$ cat config.mk
export PLATFORM = sky130hd
export DESIGN_NAME = gsau_wb_drain
export DESIGN_NICKNAME = d
export VERILOG_FILES = /design/src/rtl/gsau_wb_drain.sv
export SDC_FILE = /design/constraint.sdc
export NUM_CORES = 1
export LEC_CHECK = 0
export CORE_ASPECT_RATIO = 0.7
export CORE_MARGIN = 3
export CORE_UTILIZATION = 30
export DETAILED_ROUTE_END_ITERATION = 10
export HOLD_SLACK_MARGIN = 0.03
export SYNTH_ARGS = -nofsm -noshare
export SYNTH_HDL_FRONTEND = slang
export SYNTH_SLANG_ARGS = --single-unit
export TNS_END_PERCENT = 1
$ cat constraint.sdc
create_clock -name CLK -period 75.9 [get_ports CLK]
set_input_delay 15.18 -clock CLK [delete_from_list [all_inputs] [get_ports CLK]]
set_output_delay 15.18 -clock CLK [all_outputs]
set_load 0.005 [all_outputs]
$ cat src/rtl/gsau_wb_drain.sv
// gsau_wb_drain: buffers 512-bit GSAU result rows and serialises them onto the VRF write port.
// Latency: a row pushed at edge t drives its first beat two cycles later from idle; rows that are already queued follow with no bubble.
// Backpressure: wb_output_ready = !full; vrf_ready stalls the current beat and holds it stable.
// Ports: wb_* is the upstream row input, vrf_* is the beat-wise register-file write port,
//        sb_wb_done/sb_wb_dst pulse once per completed row, and busy means work is queued or in flight.

// Generic synchronous FIFO. The entry at head_dat is valid whenever empty=0.
// Latency: a pushed entry becomes visible at head_dat after one edge. There is no bypass.
// Backpressure: the caller must not push when full or pop when empty.
module gsau_wb_fifo #(
  parameter int WIDTH = 8,
  parameter int DEPTH = 2,
  localparam int PW = (DEPTH > 1) ? $clog2(DEPTH) : 1,
  localparam int CW = $clog2(DEPTH + 1)
) (
  input  logic             clk,
  input  logic             rst,
  input  logic             push_vld,
  input  logic [WIDTH-1:0] push_dat,
  input  logic             pop,
  output logic             full,
  output logic             empty,
  output logic [CW-1:0]    count,
  output logic [WIDTH-1:0] head_dat
);
  logic [WIDTH-1:0] mem_q [DEPTH];
  logic [WIDTH-1:0] mem_d [DEPTH];
  logic [PW-1:0]    wr_ptr_q, wr_ptr_d, rd_ptr_q, rd_ptr_d;
  logic [CW-1:0]    cnt_q, cnt_d;

  always_comb begin
    mem_d    = mem_q;
    wr_ptr_d = wr_ptr_q;
    rd_ptr_d = rd_ptr_q;
    cnt_d    = cnt_q;
    if (push_vld) begin
      mem_d[wr_ptr_q] = push_dat;
      wr_ptr_d = (wr_ptr_q == PW'(DEPTH - 1)) ? '0 : wr_ptr_q + 1'b1;
    end
    if (pop) begin
      rd_ptr_d = (rd_ptr_q == PW'(DEPTH - 1)) ? '0 : rd_ptr_q + 1'b1;
    end
    case ({push_vld, pop})
      2'b10:   cnt_d = cnt_q + 1'b1;
      2'b01:   cnt_d = cnt_q - 1'b1;
      default: cnt_d = cnt_q;
    endcase
  end

  always_ff @(posedge clk) begin
    if (rst) begin
      wr_ptr_q <= '0;
      rd_ptr_q <= '0;
      cnt_q    <= '0;
    end else begin
      wr_ptr_q <= wr_ptr_d;
      rd_ptr_q <= rd_ptr_d;
      cnt_q    <= cnt_d;
    end
  end

  // Storage carries no reset; the entries are only read while count says they are valid.
  always_ff @(posedge clk) begin
    mem_q <= mem_d;
  end

  assign full     = (cnt_q == CW'(DEPTH));
  assign empty    = (cnt_q == '0);
  assign count    = cnt_q;
  assign head_dat = mem_q[rd_ptr_q];
endmodule

module gsau_wb_drain #(
  parameter int DATA_W     = 512,
  parameter int BEAT_W     = 128,
  parameter int VEGGIEREGS = 256,
  parameter int DEPTH      = 2,
  localparam int AW     = $clog2(VEGGIEREGS),
  localparam int NBEATS = DATA_W / BEAT_W,
  localparam int BW     = (NBEATS > 1) ? $clog2(NBEATS) : 1,
  localparam int CW     = $clog2(DEPTH + 1)
) (
  input  logic              CLK,
  input  logic              RST,
  input  logic              wb_valid,
  input  logic [AW-1:0]     wb_wbdst,
  input  logic [DATA_W-1:0] wb_data,
  output logic              wb_output_ready,
  output logic              vrf_wen,
  output logic [AW-1:0]     vrf_waddr,
  output logic [BW-1:0]     vrf_wbeat,
  output logic [BEAT_W-1:0] vrf_wdata,
  output logic              vrf_wlast,
  input  logic              vrf_ready,
  output logic              sb_wb_done,
  output logic [AW-1:0]     sb_wb_dst,
  output logic              busy
);
  // The data field is viewed as an array of beats so that beat k is simply data[k].
  typedef struct packed {
    logic [AW-1:0]                 dst;
    logic [NBEATS-1:0][BEAT_W-1:0] data;
  } row_t;

  typedef enum logic {IDLE, SEND} state_t;

  row_t          push_row, head;
  logic          full, empty, push, pop, hs, last;
  logic [CW-1:0] cnt;

  state_t        state_q, state_d;
  logic [BW-1:0] beat_q, beat_d;
  logic          done_q, done_d;
  logic [AW-1:0] done_dst_q, done_dst_d;

  assign push_row = '{dst: wb_wbdst, data: wb_data};

  gsau_wb_fifo #(.WIDTH($bits(row_t)), .DEPTH(DEPTH)) u_fifo (
    .clk      (CLK),
    .rst      (RST),
    .push_vld (push),
    .push_dat (push_row),
    .pop      (pop),
    .full     (full),
    .empty    (empty),
    .count    (cnt),
    .head_dat (head)
  );

  // Readiness depends only on occupancy, which keeps the upstream handshake free of combinational paths.
  assign wb_output_ready = !RST && !full;
  assign push = wb_valid && wb_output_ready;
  assign hs   = (state_q == SEND) && vrf_ready;
  assign last = (beat_q == BW'(NBEATS - 1));
  assign pop  = hs && last;

  always_comb begin
    state_d    = state_q;
    beat_d     = beat_q;
    done_d     = 1'b0;
    done_dst_d = done_dst_q;
    case (state_q)
      IDLE: begin
        if (!empty) begin
          state_d = SEND;
          beat_d  = '0;
        end
      end
      SEND: begin
        if (hs) begin
          if (last) begin
            beat_d     = '0;
            done_d     = 1'b1;
            done_dst_d = head.dst;
            // After the pop the occupancy is cnt-1+push. Stay in SEND unless that reaches zero.
            if (cnt == CW'(1) && !push) state_d = IDLE;
          end else begin
            beat_d = beat_q + 1'b1;
          end
        end
      end
      default: state_d = IDLE;
    endcase
  end

  always_ff @(posedge CLK) begin
    if (RST) begin
      state_q    <= IDLE;
      beat_q     <= '0;
      done_q     <= 1'b0;
      done_dst_q <= '0;
    end else begin
      state_q    <= state_d;
      beat_q     <= beat_d;
      done_q     <= done_d;
      done_dst_q <= done_dst_d;
    end
  end

  // Every output is forced to zero while RST is high. The beat fields also read zero when no beat is offered.
  assign vrf_wen    = !RST && (state_q == SEND);
  assign vrf_waddr  = vrf_wen ? head.dst : '0;
  assign vrf_wbeat  = vrf_wen ? beat_q : '0;
  assign vrf_wdata  = vrf_wen ? head.data[beat_q] : '0;
  assign vrf_wlast  = vrf_wen && last;
  assign sb_wb_done = !RST && done_q;
  assign sb_wb_dst  = sb_wb_done ? done_dst_q : '0;
  assign busy       = !RST && ((cnt != '0) || (state_q == SEND));
endmodule

==> results of run 1 <==
## registers in the layout, summed over array words and instances, names as in the netlist
name and count:
u_fifo.mem_q 1040, u_fifo.count 2, u_fifo.rd_ptr_q 1, state_q 1, done_dst_q 8, beat_q 2
done_q 1, u_fifo.wr_ptr_q 1
## through the flow
step | hold WS [ns] | area [um2] | utilization [%] | total power [W] | setup WS (ns)
finish | 0.5002 | 52200 | 39.52 | 0.001259 | 42.28
global route | 0.5224 | 52170 | 39.50 | 0.001309 | 42.08
CTS | 0.5011 | 52120 | 39.46 | 0.001277 | 42.18
detailed placement | 0.4920 | 48890 | 37.01 | 0.0007774 | 42.19
global placement | 0.4840 | 48890 | 37.01 | 0.0007763 | 42.20
floorplan | 0.4737 | 40280 | - | 0.0007413 | 37.20
## cell usage in the layout, fill, tap and decap left out, types with 2 or more instances in the layout
master,netlist,routed
buf_4,2,31
inv_6,0,3
o21ai_0,2,2
or2_1,120,120
clkinv_1,0,21
nand4bb_4,0,2
and3_1,3,2
clkinv_4,0,2
clkinvlp_4,0,3
clkdlybuf4s50_1,0,674
clkbuf_1,19,26
inv_1,3,3
nand3_1,2,2
nor2b_1,3,3
buf_12,0,2
and2_1,11,11
o22ai_1,256,256
mux2i_1,520,520
dfxtp_1,16,15
clkinv_2,0,22
inv_8,0,2
diode_2,0,32
clkbuf_16,0,104
nor2_1,24,23
bufinv_16,0,8
a211oi_1,9,9
ha_1,5,5
xor2_1,3,3
or2_2,8,8
a21oi_1,2,2
edfxtp_1,1040,1040
## cell usage after synthesis, drive strengths merged
| cell | n | share of area, % |
|---|---|---|
| clkbuf | 19 | 0.18 |
| or2 | 128 | 2.0 |
| nor2 | 24 | 0.22 |
| or4b | 1 | 0.025 |
| nor2b | 3 | 0.047 |
| and2 | 11 | 0.17 |
| a211oi | 9 | 0.17 |
| xor2 | 3 | 0.065 |
| edfxtp | 1040 | 78 |
| mux2i | 520 | 13 |
| nand2b | 1 | 0.016 |
| o21ai | 2 | 0.025 |
| dfxtp | 16 | 0.80 |
| a311oi | 1 | 0.022 |
| xnor2 | 1 | 0.022 |
| and3 | 3 | 0.047 |
| nand4bb | 2 | 0.056 |
| a21oi | 2 | 0.025 |
| ha | 5 | 0.16 |
| buf | 103 | 1.4 |
| or3b | 1 | 0.022 |
| nand4b | 1 | 0.022 |
| o22ai | 256 | 4.0 |
| inv | 3 | 0.028 |
| nand3 | 2 | 0.025 |
## final timing paths
| kind | depth (start not counted) | endpoint | slack [ns] |
|---|---|---|---|
| setup / recovery | 7 | vrf_wdata[36] | 42.28 |
| setup reg to reg | 7 | u_fifo.mem_q[292]$_DFFE_PP_ | 71.58 |
| hold reg to reg | 2 | done_dst_q[6]$_SDFFE_PP0P_ | 0.50 |
| hold / removal | 2 | done_dst_q[6]$_SDFFE_PP0P_ | 0.50 |
## layout make-up
type | count | area (um2)
Fill cell | 12040 | 79880
Sequential cell | 1056 | 31550
Multi-Input combinational cell | 976 | 8113
Timing Repair Buffer | 707 | 7019
Clock buffer | 130 | 2700
Tap cell | 1751 | 2191
Clock inverter | 62 | 534.3
Antenna cell | 32 | 80.08
Inverter | 3 | 11.26
## routing by layer
metal / vias up / track usage (%)
met2: 614 / 25.40
met5: - / 0
met1: 11060 / 18.23
met3: 185 / 5.344
met4: 38 / 4.834
li1: 10070 / -
## power by group
group | total [W] | internal [W] | switching, W
Combinational | 0.0000915 | 0.0000477 | 0.0000438
Clock | 0.000496 | 0.000279 | 0.000217
Sequential | 0.000672 | 0.000666 | 0.00000583
## tightest hold or removal path: stages, from the launching register on
cell and delay (ns):
dfxtp_1 0.31, nor2_1 0.09, a211oi_1 0.05
## cell families after synthesis
kind of cell / Yosys count / share of synthesized area (%)
muxes: 520 / 12.92
buffers and inverters: 125 / 1.649
xor gates and xnor gates: 4 / 0.08699
AOI/OAI and AO/OA: 270 / 4.215
DFF: 1056 / 78.33
adders and majority gates: 5 / 0.1553
and+or+nand+nor: 177 / 2.640
==> results_dict.tcl, run 1 <==
set metrics [dict create \
    outcome "completed" \
    path_cells "clkdlybuf4s50_1, buf_4, nand4bb_4, buf_4, o22ai_1, or2_1, clkdlybuf4s50_1" \
    drc 0 \
    crit_buf_inv 4 \
    io_buffers 674 \
    clock-sinks 1056 \
    initial_core_util_pct 30.50 \
    ctsResizeCount 0 \
    rows 111 \
    hold_class "flop to flop" \
    ir_worst_vdd_mv 0.01742 \
    grt_usage_pct 15.15 \
    clockBufferDepth 3 \
    syn_area_um2 40280 \
    cts_tree "built" \
    p_leak_nw 16.34 \
    grt_pass1_wl_um 154200 \
    fin_crit_ns 33.62 \
    cellPowerDensity_nw_per_um2 24.13 \
    wl_met2_um 54090 \
    antenna_found_initial 55 \
    relSlewSlack_pct 18.93 \
    root_buffer "clkbuf_16" \
    dpl.hpwl_um 71110 \
    grt_max_degree 142 \
    setup_tns_ns 0 \
    synth_cell_types 29 \
    seq_area_frac_synth_pct 78.33 \
    top_layer "met5" \
    drt-initial-drc-count 1269 \
    synthesis.instances 2157 \
    viasPerCell 4.656 \
    placed_cells 4493 \
    rsz0062_at_grt "false" \
    avgSynthCellArea_um2 18.67 \
    slowest_stage "buf_4" \
    vias 21960 \
    fp.coreArea_um2 132100 \
    wl_met3_um 8160 \
    min_from "done_dst_q[6]$_SDFFE_PP0P_" \
    maxCapViolCount 0 \
    reg2reg_from "u_fifo.count[0]$_SDFFE_PP0P_" \
    wl_um 108600 \
    hold_viol 0 \
    max_stage_delay_ns 0.81 \
    final_cells 4717 \
    cts_buffers 103 \
    postCtsSetupRepairBufs 0 \
    setup_viol 0 \
    crit_start "RST" \
    m1WireLength_um 43720 \
    htree_levels 3 \
    synth_nets 2686 \
    grt-ovfl-total 0 \
    path_max_fanout 49 \
    antenna_violating_nets_post_route 0 \
    clk_pin_slew_worst_paths_ns 0.06 \
    ys_ff_latch 1056 \
    tightest_slew_ns 1.216 \
    critPathTopFamily "buffers and inverters" \
    max_freq_ghz 0.02974 \
    dieArea_um2 138800 \
    clock_latency_ns 0.71 \
    crit_arrival_ns 18.44 \
    area_growth_pct 29.60 \
    final_max_slew_viol_count 0 \
    grt_pass1_vias 22660 \
    worst_setup_path_start_kind "input pin" \
    yosysWarnings 0 \
    wl_per_cell_um 23.03 \
    critPathRequiredTime_ns 60.72 \
    cts_hold_buffers 0 \
    ioPinCount 675 \
    die_height_um 312.6 \
    skew_ns 0.02537 \
    end_kind "primary output" \
    drive_above_1_share_pct 6.578 \
    gp_congestion 0.7805 \
    critPathKind "input pin to primary output" \
    finalCritPeriodShare_pct 44.30 \
    drt-pass1-iter-count 5 \
    die_x_um 444.0 \
    fin_nets 3376 \
]
(Power assumes the default switching activity.)
==> run 2, diff against run 1 <==
clock period = 32.1 ns   (was 75.9 ns; I/O delays follow)
==> run 2 against run 1 <==
  * Critical path depth did not move
  * Worst setup slack worse by 26 ns
  * First-iteration DRC count is 3.2% higher
  * Critical path type unchanged
  * Largest power group unchanged
==> results_dict.tcl, run 2 (same netlist as run 1, synthesis figures left out) <==
set metrics [dict create \
    outcome "completed" \
    total_power_w 0.002973 \
    grt_usage_pct 15.14 \
    drc 0 \
    hold_path_depth 2 \
    rr_endpoint "u_fifo.mem_q[449]$_DFFE_PP_" \
    viasPerCell 4.661 \
    rsz0062_at_grt "false" \
    ctsResizeCount 0 \
    dpl.hpwl_um 70280 \
    die_x_um 444.0 \
    critPathKind "input pin to primary output" \
    max_freq_ghz 0.06199 \
    fp.coreArea_um2 132100 \
    wl_per_cell_um 22.96 \
    root_buffer "clkbuf_16" \
    setup_viol 0 \
    rr_worst_depth 7 \
    cts_tree "built" \
    whs_endpoint "done_dst_q[4]$_SDFFE_PP0P_" \
    clk_pin_slew_worst_paths_ns 0.06 \
    largest_reg_flops 1040 \
    relSlewSlack_pct 17.26 \
    path_max_fanout 49 \
    rows 111 \
    r2r_slack_ns 27.56 \
    cts_hold_buffers 0 \
    final_area_um2 52170 \
    grt_pass1_wl_um 154700 \
    grt_pass1_vias 22740 \
    min_from "done_dst_q[4]$_SDFFE_PP0P_" \
    final_common_cell "edfxtp_1" \
    p_leak_nw 16.30 \
    grt-ovfl-total 0 \
    htree_levels 3 \
    hold_class "flop to flop" \
    placed_cells 4489 \
    hold_viol 0 \
    area_growth_pct 29.53 \
    clockBufferDepth 3 \
    die_height_um 312.6 \
    drt-initial-drc-count 1309 \
    crit_arrival_ns 9.71 \
    worst_setup_path_start_kind "input pin" \
    drive_above_1_share_pct 6.158 \
    antenna_violating_nets_post_route 0 \
    finalCritPeriodShare_pct 50.25 \
    dpl_cell_area_um2 48880 \
    fin_crit_ns 16.13 \
    final_cells 4702 \
    regMostFlops "u_fifo.mem_q" \
    wl_um 108000 \
    ioPinCount 675 \
    drt-pass1-iter-count 5 \
    grt_max_degree 157 \
    clock-sinks 1056 \
    io_buffers 674 \
    end_kind "primary output" \
    tightest_slew_ns 1.241 \
    skew_ns 0.01713 \
    antenna_found_initial 53 \
    ir_worst_vdd_mv 0.04437 \
    reg2reg_from "u_fifo.count[0]$_SDFFE_PP0P_" \
    final_max_slew_viol_count 0 \
    vias 21920 \
    cellPowerDensity_nw_per_um2 56.98 \
    clock_latency_ns 0.69 \
    cts_buffers 103 \
    mostFrequentLayoutCells "edfxtp_1, clkdlybuf4s50_1, mux2i_1" \
    setup_tns_ns 0 \
    dieArea_um2 138800 \
    postCtsSetupRepairBufs 0 \
    initial_core_util_pct 30.50 \
    maxCapViolCount 0 \
    critPathRequiredTime_ns 25.68 \
    top_regs "u_fifo.mem_q x1040, done_dst_q x8" \
    fin_nets 3372 \
    gp_congestion 0.7664 \
]
run 2: worst max-delay path by stage:
stage          slack (ns)                            to  cells after the start  start
6_report            15.97                 vrf_wdata[43]                      7    RST
5_1_grt             15.77                 vrf_wdata[36]                      7    RST
4_1_cts             15.90                 vrf_wdata[36]                      7    RST
3_5_place_dp        15.90                 vrf_wdata[36]                      7    RST
3_3_place_gp        15.92                 vrf_wdata[28]                      7    RST
2_1_floorplan        2.16  u_fifo.mem_q[1000]$_DFFE_PP_                      3    RST
run 2: layer usage:
layer	vias up	wire [um]	track usage, %	part of all wire [%]
met2	620	54660	25.90	51
li1	10050	-	-	-
met5	-	265	0	0.25
met4	38	2410	5.154	2.2
met1	11010	42730	17.73	40
met3	201	7912	5.215	7.3
run 2: power by group:
group	switching, W	leakage (nW)	internal [W]
combinational	0.000102	5.08	0.000113
clock	0.000502	1.56	0.000665
sequential	0.0000147	9.66	0.00158
run 2: layout make-up:
cell class / instances / area, um2
multi-input combinational: 976 / 8113
inverter: 3 / 11.26
antenna: 28 / 70.07
timing repair buffer: 703 / 7014
fill: 11980 / 79900
clock buffer: 137 / 2790
sequential: 1056 / 31550
clock inverter: 48 / 430.4
tap: 1751 / 2191
run 2: stage by stage:
stage	utilization (%)	worst slack [ns]	hold WS, ns
floorplan	-	2.157	0.4737
global placement	37.01	15.92	0.4829
detailed placement	37.01	15.90	0.4892
CTS	39.45	15.90	0.4977
global route	39.49	15.77	0.5144
finish	39.50	15.97	0.4960
run 2: critical path, stage by stage:
cell and delay [ns]:
clkdlybuf4s50_1 0.46, buf_4 0.31, nand4bb_4 0.63, buf_4 0.80, o22ai_1 0.18, or2_1 0.33, clkdlybuf4s50_1 0.48
